--- src/rtl/alu_pkg.sv ---
// alu_pkg: shared opcodes, FSM states and flag bit positions for alu_seq
package alu_pkg;
  typedef enum logic [3:0] {
    OP_ADD = 4'd0,
    OP_SUB = 4'd1,
    OP_AND = 4'd2,
    OP_OR  = 4'd3,
    OP_XOR = 4'd4,
    OP_EQ  = 4'd5,
    OP_LTU = 4'd6,
    OP_NOP = 4'd7,
    OP_LTS = 4'd8,
    OP_SHL = 4'd9,
    OP_SHR = 4'd10,
    OP_MUL = 4'd11
  } op_e;
  typedef enum logic [1:0] {IDLE, BUSY, DONE} state_e;
  localparam int FLAG_Z = 0;
  localparam int FLAG_C = 1;
  localparam int FLAG_V = 2;
  localparam int FLAG_N = 3;
  localparam int FLAG_I = 4;
  localparam int NUM_FLAGS = 5;
endpackage

--- src/rtl/alu_seq_if.sv ---
// alu_seq_if: request/response handshake bundle between an ALU client and alu_seq
interface alu_seq_if #(parameter int WIDTH = 8) ();
  import alu_pkg::*;
  logic in_valid;
  logic in_ready;
  logic out_valid;
  logic out_ready;
  logic [WIDTH-1:0] A;
  logic [WIDTH-1:0] B;
  logic [WIDTH-1:0] result;
  logic [3:0] opcode;
  logic [NUM_FLAGS-1:0] flags;
  modport master (
    output in_valid, A, B, opcode, out_ready,
    input  in_ready, out_valid, result, flags
  );
  modport slave (
    input  in_valid, A, B, opcode, out_ready,
    output in_ready, out_valid, result, flags
  );
endinterface

--- src/rtl/alu_seq_mul.sv ---
// alu_seq_mul: iterative shift-add multiplier, one partial product per cycle, done after WIDTH partials
module alu_seq_mul #(parameter int WIDTH = 8) (
  input  logic               clk,
  input  logic               rst_n,
  input  logic               start,
  input  logic [WIDTH-1:0]   a,
  input  logic [WIDTH-1:0]   b,
  output logic               done,
  output logic [2*WIDTH-1:0] product
);
  localparam int CW = $clog2(WIDTH + 1);
  logic busy_q, busy_d, step;
  logic [CW-1:0] cnt_q, cnt_d;
  logic [2*WIDTH-1:0] acc_q, acc_d, mcand_q, mcand_d;
  logic [WIDTH-1:0] mplier_q, mplier_d;
  assign done = busy_q && cnt_q == CW'(WIDTH);
  assign step = busy_q && !done;
  assign product = acc_q;
  always_comb begin
    busy_d = start ? 1'b1 : step;
    cnt_d = start ? CW'(1) : step ? cnt_q + CW'(1) : cnt_q;
    acc_d = start ? (b[0] ? {{WIDTH{1'b0}}, a} : '0) : step ? acc_q + (mplier_q[0] ? mcand_q : '0) : acc_q;
    mcand_d = start ? {{(WIDTH-1){1'b0}}, a, 1'b0} : step ? mcand_q << 1 : mcand_q;
    mplier_d = start ? b >> 1 : step ? mplier_q >> 1 : mplier_q;
  end
  always_ff @(posedge clk or negedge rst_n) begin
    if (!rst_n) begin
      busy_q <= 1'b0;
      cnt_q <= '0;
      acc_q <= '0;
      mcand_q <= '0;
      mplier_q <= '0;
    end else begin
      busy_q <= busy_d;
      cnt_q <= cnt_d;
      acc_q <= acc_d;
      mcand_q <= mcand_d;
      mplier_q <= mplier_d;
    end
  end
endmodule

--- src/rtl/alu_seq.sv ---
// alu_seq: handshaked ALU with registered result/flags and an iterative multiplier
module alu_seq import alu_pkg::*; #(parameter int WIDTH = 8) (
  input logic      clk,
  input logic      rst_n,
  alu_seq_if.slave bus
);
  localparam int SW = $clog2(WIDTH);
  localparam int MSB = WIDTH - 1;
  state_e state_q, state_d;
  logic [WIDTH-1:0] res_q, res_d, alu_res;
  logic [NUM_FLAGS-1:0] flags_q, flags_d, alu_flags, mul_flags;
  logic [2*WIDTH-1:0] product;
  logic [WIDTH:0] sum, diff, shl, shr;
  logic ready, accept, is_mul, mul_done, c, v, n_en, ill;
  assign ready = state_q == IDLE || (state_q == DONE && bus.out_ready);
  assign accept = bus.in_valid && ready;
  assign is_mul = bus.opcode == OP_MUL;
  assign bus.in_ready = ready;
  assign bus.out_valid = state_q == DONE;
  assign bus.result = res_q;
  assign bus.flags = flags_q;
  alu_seq_mul #(.WIDTH(WIDTH)) u_mul (
    .clk(clk),
    .rst_n(rst_n),
    .start(accept && is_mul),
    .a(bus.A),
    .b(bus.B),
    .done(mul_done),
    .product(product)
  );
  always_comb begin
    sum = {1'b0, bus.A} + {1'b0, bus.B};
    diff = {1'b0, bus.A} - {1'b0, bus.B};
    shl = {1'b0, bus.A} << bus.B[SW-1:0];
    shr = {bus.A, 1'b0} >> bus.B[SW-1:0];
    alu_res = '0;
    c = 1'b0;
    v = 1'b0;
    n_en = 1'b0;
    ill = 1'b0;
    case (bus.opcode)
      OP_ADD: begin
        alu_res = sum[MSB:0];
        c = sum[WIDTH];
        v = bus.A[MSB] == bus.B[MSB] && sum[MSB] != bus.A[MSB];
        n_en = 1'b1;
      end
      OP_SUB: begin
        alu_res = diff[MSB:0];
        c = diff[WIDTH];
        v = bus.A[MSB] != bus.B[MSB] && diff[MSB] != bus.A[MSB];
        n_en = 1'b1;
      end
      OP_AND: begin alu_res = bus.A & bus.B; n_en = 1'b1; end
      OP_OR: begin alu_res = bus.A | bus.B; n_en = 1'b1; end
      OP_XOR: begin alu_res = bus.A ^ bus.B; n_en = 1'b1; end
      OP_EQ: alu_res = WIDTH'(bus.A == bus.B);
      OP_LTU: alu_res = WIDTH'(bus.A < bus.B);
      OP_LTS: alu_res = WIDTH'($signed(bus.A) < $signed(bus.B));
      OP_SHL: begin alu_res = shl[MSB:0]; c = shl[WIDTH]; n_en = 1'b1; end
      OP_SHR: begin alu_res = shr[WIDTH:1]; c = shr[0]; n_en = 1'b1; end
      OP_NOP, OP_MUL: ;
      default: ill = 1'b1;
    endcase
    alu_flags = '0;
    alu_flags[FLAG_I] = ill;
    alu_flags[FLAG_N] = n_en && alu_res[MSB];
    alu_flags[FLAG_V] = v;
    alu_flags[FLAG_C] = c;
    alu_flags[FLAG_Z] = alu_res == '0;
    mul_flags = '0;
    mul_flags[FLAG_N] = product[MSB];
    mul_flags[FLAG_C] = |product[2*WIDTH-1:WIDTH];
    mul_flags[FLAG_Z] = product[MSB:0] == '0;
  end
  always_comb begin
    state_d = state_q;
    res_d = res_q;
    flags_d = flags_q;
    if (accept) state_d = is_mul ? BUSY : DONE;
    else if (state_q == BUSY && mul_done) state_d = DONE;
    else if (state_q == DONE && bus.out_ready) state_d = IDLE;
    if (accept && !is_mul) begin
      res_d = alu_res;
      flags_d = alu_flags;
    end else if (state_q == BUSY && mul_done) begin
      res_d = product[MSB:0];
      flags_d = mul_flags;
    end
  end
  always_ff @(posedge clk or negedge rst_n) begin
    if (!rst_n) begin
      state_q <= IDLE;
      res_q <= '0;
      flags_q <= '0;
    end else begin
      state_q <= state_d;
      res_q <= res_d;
      flags_q <= flags_d;
    end
  end
endmodule

--- src/flat_wrapper.sv ---
// flat-port wrapper written by rule: the top's interface ports become plain ports
module alu_seq_flat import alu_pkg::*;
#(parameter int WIDTH = 8)
  (clk, rst_n, bus_in_valid, bus_A, bus_B, bus_opcode, bus_out_ready, bus_in_ready, bus_out_valid, bus_result, bus_flags);
  alu_seq_if #(.WIDTH(WIDTH)) bus_i ();
  input logic clk;
  input logic rst_n;
  input wire logic [$bits(bus_i.in_valid)-1:0] bus_in_valid;
  input wire logic [$bits(bus_i.A)-1:0] bus_A;
  input wire logic [$bits(bus_i.B)-1:0] bus_B;
  input wire logic [$bits(bus_i.opcode)-1:0] bus_opcode;
  input wire logic [$bits(bus_i.out_ready)-1:0] bus_out_ready;
  output wire logic [$bits(bus_i.in_ready)-1:0] bus_in_ready;
  output wire logic [$bits(bus_i.out_valid)-1:0] bus_out_valid;
  output wire logic [$bits(bus_i.result)-1:0] bus_result;
  output wire logic [$bits(bus_i.flags)-1:0] bus_flags;
  assign bus_i.in_valid = bus_in_valid;
  assign bus_i.A = bus_A;
  assign bus_i.B = bus_B;
  assign bus_i.opcode = bus_opcode;
  assign bus_i.out_ready = bus_out_ready;
  assign bus_in_ready = bus_i.in_ready;
  assign bus_out_valid = bus_i.out_valid;
  assign bus_result = bus_i.result;
  assign bus_flags = bus_i.flags;
  alu_seq #(.WIDTH(WIDTH)) u_core (.clk(clk), .rst_n(rst_n), .bus(bus_i));
endmodule
--- config.mk ---
export PLATFORM = sky130hd
export DESIGN_NAME = alu_seq_flat
export DESIGN_NICKNAME = d
export VERILOG_FILES = /design/src/rtl/alu_pkg.sv /design/src/rtl/alu_seq_if.sv /design/src/rtl/alu_seq_mul.sv /design/src/rtl/alu_seq.sv /design/src/flat_wrapper.sv
export SDC_FILE = /design/constraint.sdc
export NUM_CORES = 1
export LEC_CHECK = 0
export CORE_ASPECT_RATIO = 0.5
export CORE_MARGIN = 2
export CORE_UTILIZATION = 45
export DETAILED_ROUTE_END_ITERATION = 8
export GPL_ROUTABILITY_DRIVEN = 0
export GPL_TIMING_DRIVEN = 0
export PLACE_DENSITY = 0.67
export SLEW_MARGIN = 20
export SYNTH_ARGS = -nofsm -noshare
export SYNTH_HDL_FRONTEND = slang
export SYNTH_HIERARCHICAL = 1
export SYNTH_SLANG_ARGS = --single-unit
export TNS_END_PERCENT = 1
--- constraint.sdc ---
create_clock -name clk -period 3.3 [get_ports clk]
set_input_delay 0.495 -clock clk [delete_from_list [all_inputs] [get_ports clk]]
set_output_delay 0.495 -clock clk [all_outputs]
set_load 0.005 [all_outputs]
== Yosys cells after proc, flatten, opt, wreduce, memory -nomap -nowiden ==
Cells that the tools add are included.

* Register bits: 60
* Input bits: 24
* Output and inout port bits: 15
* Word-level logic and storage cells: 85

* $add $sub $neg: 4
* $lt $le $gt $ge: 2
* Equal/unequal tests: 19
* Shift operators: 2
* Multiplexer cells: 24
* Bitwise gates (word level): 3
* Reductions and logical operators: 23

{| class="wikitable"
|+ Operators by type and width
! cell !! number
|-
| 2-to-1 mux 16 bit || 5
|-
| case mux 8 bit (10 select lines) || 1
|-
| 2-to-1 mux 8 bit || 5
|-
| == test 4 bit, second input constant || 5
|-
| adder 16 bit || 1
|-
| == test 4 x 3 -> 1 bit, second input constant || 4
|-
| zero test 8 bit || 2
|-
| < comparator 8 bit || 2
|-
| OR reduction 12 bit || 1
|-
| logical AND 1 bit || 10
|-
| 2-to-1 mux 5 bit || 2
|-
| adder 8 x 8 -> 9 bit || 1
|-
| left shift 8 x 3 -> 9 bit || 1
|-
| right shift 9 x 3 -> 9 bit || 1
|-
| subtractor 8 x 8 -> 9 bit || 1
|-
| AND 8 bit || 1
|-
| == test 4 x 2 -> 1 bit, second input constant || 2
|-
| == test 8 bit || 1
|-
| 2-to-1 mux 2 bit || 4
|-
| 2-to-1 mux 4 bit || 2
|-
| OR 8 bit || 1
|-
| OR reduction 8 bit || 1
|-
| bitwise XOR 8 bit || 1
|-
| OR reduction 7 bit || 1
|-
| 15 further kinds || 21
|}

== Depth between registers and ports, before layout ==
* Depth in word-level cells: 6
* Gate-level depth with buffers: 11
* Mapped depth without buffers: 11

== By module ==
The synthesis kept the hierarchy.

{| class="wikitable"
|+ Modules (own cells, without submodules)
! module !! times used !! cells each !! area an instance (um2) !! sequential area each (um2)
|-
| alu_seq_mul || 1 || 300 || 2712.6 || 1076.0
|-
| alu_seq || 1 || 322 || 2642.5 || 375.4
|}

== Least setup slack after synthesis ==
OpenSTA, ideal clock, no wires.

* Path type: input-to-reg
* Start point: input port bus_B[2]
* End point: register u_core.flags_q[0] (netlist: u_core/bus.flags[0])
* Library setup time: 0.067 ns
* Arrival: 2.621 ns
* Required time: 3.233 ns
* Slack: 0.612 ns
* Stages on the path: 11
* Path buffers: 2
* Path through: clkbuf_1 inv_2 ha_1 clkbuf_1 a21o_1 a21oi_1 nor2_1 a211o_1 a211oi_1 and4_1 a41o_1

* Word-level cells in the longest chain between the ends: 4
* Elaborated cells between the ends (all ways): 13
* Those cells by class: add/sub (2); order compare (2); eq/ne (1); shift (2); mux (2); bitwise (3); reduce/logical (1)

{| class="wikitable"
|+ Ends and longest elaborated chain
! what !! RTL line !! text
|-
| start, declared || flat_wrapper.sv:10 || <nowiki>input wire logic [$bits(bus_i.B)-1:0] bus_B;</nowiki>
|-
| subtractor 8 x 8 -> 9 bit (tied with other cells) || alu_seq.sv:33 || <nowiki>diff = {1'b0, bus.A} - {1'b0, bus.B};</nowiki>
|-
| case mux 8 bit (10 select lines) (*) || alu_seq.sv:41 || <nowiki>case (bus.opcode)</nowiki>
|-
| zero test 8 bit (*) || alu_seq.sv:70 || <nowiki>alu_flags[FLAG_Z] = alu_res == '0;</nowiki>
|-
| 2-to-1 mux 5 bit (*) || alu_seq.sv:83 || <nowiki>if (accept && !is_mul) begin</nowiki>
|-
| end signal, assigned || alu_seq.sv:99 || <nowiki>flags_q <= flags_d;</nowiki>
|-
| end, declared || alu_seq.sv:11 || <nowiki>logic [NUM_FLAGS-1:0] flags_q, flags_d, alu_flags, mul_flags;</nowiki>
|}

Every way passes the cells marked *; elsewhere a longest branch is shown, timed or not.
A chain may end at the register's enable or synchronous reset.

== Worst setup path in the final report ==
* Start point: input port bus_B[0]
* End point: register u_core.flags_q[0] (netlist: u_core/bus.flags[0])

Same word-level chain as after synthesis.

==> summary.txt <==
Status
  – Run status: complete, but fails checks
  – Failing checks: negative setup slack

Timing
  – Endpoints failing hold: 0
  – Final min period: 3.31 ns
  – Final setup margin: -0.00898 ns
  – Rel. slew slack: 37.3%
  – Tcrit/Tclk final: 100%
  – Worst Skew: 0.00587 ns
  – Final setup vio count: 1
  – Worst-Margin Slew: 0.933 ns
  – Setup TNS: -0.00898 ns
  – Fin. max-slew vios: 0
  – RSZ-0062 raised after global routing: true
  – FMAX: 0.302 GHz

GRT
  – First-pass GRT wire length: 25300 um
  – GRT Util Overall: 25.8%
  – Largest net degree at the start of global routing: 48
  – Initial antenna violation count: 0
  – GRT overflow: 0
  – Vias in the first global route: 4711

Route
  – Routed WL: 16100 um
  – Avg Vias per Cell: 6.04
  – Average wire per standard cell: 19.1 um
  – Residual antenna-violating net count after detailed routing: 0
  – Initial DRC count: 530
  – DRC Markers: 0
  – Vias: 5072
  – Drt pass-1 iters: 5

Critical path
  – Critical path capture point type: register
  – Crit path kind: in -> reg
  – Worst setup SP type: primary input
  – Critical Path RT: 3.56 ns
  – Worst EP arrival: 3.57 ns
  – Max Fanout on Critical Path: 6

Layout
  – Final #Nets: 738
  – Leading cell type in the layout, fill and taps excluded: nand2_1
  – N_diodes: 0
  – Fill cells: 1102
  – Most frequent cells in the layout: nand2_1, dfrtp_1, ha_1
  – Fin area: 6330 um2
  – Layout cell share with drive strength beyond 1: 11.6%
  – Area Overhead vs Synth: 18.1%

Floorplanning
  – Initial Utilization: 45.8%
  – Area of the die: 12800 um2
  – Core Footprint: 11700 um2
  – IO Count: 39
  – Die Span X: 158 um
  – # rows: 28
  – DIE HEIGHT: 81.1 um

Place
  – Post-place instance area: 5950 um2
  – Port bufs: 36
  – Detailed Place HPWL: 11700 um

Synth
  – Mapped Avg Cell Area: 8.61 um2
  – Top cell type's share of synthesized area: 27.1%
  – Post-synth ARST share: 100%
  – Yosys reg bits: 58
  – Post-Syn Area: 5360 um2
  – Synth area leader: dfrtp_1
  – Net Count, Synth: 690
  – Syn. warnings: 6
  – Post-synth cell types: 83
  – Post-synth EDFFs: 0
  – Cell count after synthesis: 622
  – Synth area leaders: dfrtp_1, ha_1, nand2_1
  – Sequential area share after synthesis: 27.1%
  – Top_reg_cell synth: dfrtp_1

Clock tree
  – Reg clk slew, reported paths: 0.05 ns
  – # Post-CTS Setup Buffers: 0
  – Root Buffer: clkbuf_16
  – Longest Clk Path Bufs: 2
  – Clk_lat worst skew: 0.33 ns
  – TritonCTS clock tree: yes
  – CTS H-Tree Depth: 3
  – Clk sinks: 58
  – TritonCTS buffer count: 9

Power
  – Lkg Pwr: 2.81 nW
  – Int Pwr: 2.45 mW
  – Clock network power share: 27.2%
  – NetSw: 1.43 mW
  – Switching share of power: 36.9%
  – Worst VDD drop: 0.279 mV
  – Flop pwr share: 32.0%
  – Power per cell area: 613 nW/um2
  – Combinational Power Share: 40.8%
  – Design Power: 3.88 mW

Hold path
  – Hold Path Class: reg -> reg

Run
  – Max-cap viol count: 0
## power groups by stage
stage                     Clock (mW)  Sequential (mW)  Combinational [mW]
after detailed placement           0             1.25                1.54
after global placement             0             1.24                1.51
after CTS                       1.07             1.24                1.56
final                           1.05             1.24                1.58
after global routing            1.11             1.28                1.74
after floorplan                    0             1.17                1.05
## sequential cells by signal (all words and copies together), names as in the netlist
name	cells
u_core/u_mul/product	16
u_core/u_mul/mcand_q	15
u_core/bus.result	8
u_core/u_mul/mplier_q	7
u_core/bus.flags	5
u_core/u_mul/cnt_q	4
u_core/state_q	2
u_core/u_mul/busy_q	1
## routing by layer
layer / wire (um) / GRT usage (%)
met5: 0 / 0
met3: 964 / 5.23
met1: 7540 / 35.5
met4: 304 / 7.84
met2: 7260 / 41.2
## cell families (layout without fill, tap and decap cells)
group,after synthesis,after routing,share of synthesized area (%)
buf+inv,70,123,6.07
flops,58,58,27.1
simple gates,212,212,20.6
mux,37,37,9.07
fa+ha+maj,44,44,10.7
compound gates,193,193,25.1
xor+xnor,8,8,1.31
## what timing repair did
action / 4_1_cts / 5_1_grt
hold endpoints to repair: 2 / 0
gates resized for setup: 6 / 7
endpoints found under the setup margin: 3 / 6
hold buffers: 1 / 0
## layout make-up
class                   count  area [um2]  area share [%]
flip-flops and latches     58        1450            22.9
repair buffers             38         399            6.31
clock inverters             6         105            1.66
inverters                  37         139            2.20
multi-input cells         494        3610            57.1
clock buffers              10         229            3.62
plain buffers              32         186            2.95
well taps                 165         206            3.26
## critical path, cell delays in order
cell and delay, ns:
clkdlybuf4s50_1 0.61, ha_1 0.38, fa_1 0.45, a21o_1 0.18, a21oi_1 0.30, nor2_1 0.07
a211o_1 0.29, a211oi_2 0.38, and4_1 0.25, a41o_1 0.17
## Yosys cell counts, types with 6 or more instances
| cell type | number |
|---|---|
| ha_1 | 41 |
| a211oi_1 | 9 |
| a22oi_1 | 13 |
| and2_1 | 18 |
| nor3_1 | 10 |
| nor4_1 | 8 |
| a31oi_1 | 6 |
| mux2i_1 | 26 |
| dfrtp_1 | 58 |
| mux4_2 | 9 |
| nor2_1 | 33 |
| a21oi_1 | 37 |
| o211ai_1 | 8 |
| and3_1 | 6 |
| clkbuf_1 | 15 |
| nand3_1 | 18 |
| a21o_1 | 12 |
| o21a_1 | 7 |
| inv_1 | 34 |
| nand2_1 | 81 |
| o22ai_1 | 9 |
| buf_2 | 10 |
| o21ai_0 | 37 |
## metrics by stage
step | setup WS, ns | std cells | util, % | hold slack (ns)
after floorplan | 0.612 | 622 | - | 0.199
after global placement | -0.554 | 823 | 50.6 | 0.464
after detailed placement | -0.614 | 824 | 50.8 | 0.353
after CTS | 0.0189 | 840 | 53.9 | 0.481
after global routing | -0.0534 | 840 | 54.1 | 0.520
final | -0.00898 | 840 | 54.1 | 0.473
## path summary, 6_finish.rpt
kind	from	to	slack [ns]	cells past startpoint
setup / recovery	bus_B[0]	u_core/bus.flags[0]	-0.009	10
hold / removal	u_core/bus.flags[4]	u_core/bus.flags[4]	0.47	2
setup reg to reg	u_core/u_mul/mplier_q[0]	u_core/u_mul/product[15]	0.61	9
hold reg to reg	u_core/bus.flags[4]	u_core/bus.flags[4]	0.47	2
max in group asynchronous	rst_n	u_core/u_mul/product[6]	2.24	3
min in group asynchronous	rst_n	u_core/bus.flags[4]	0.58	2
(Power assumes the default switching activity.)
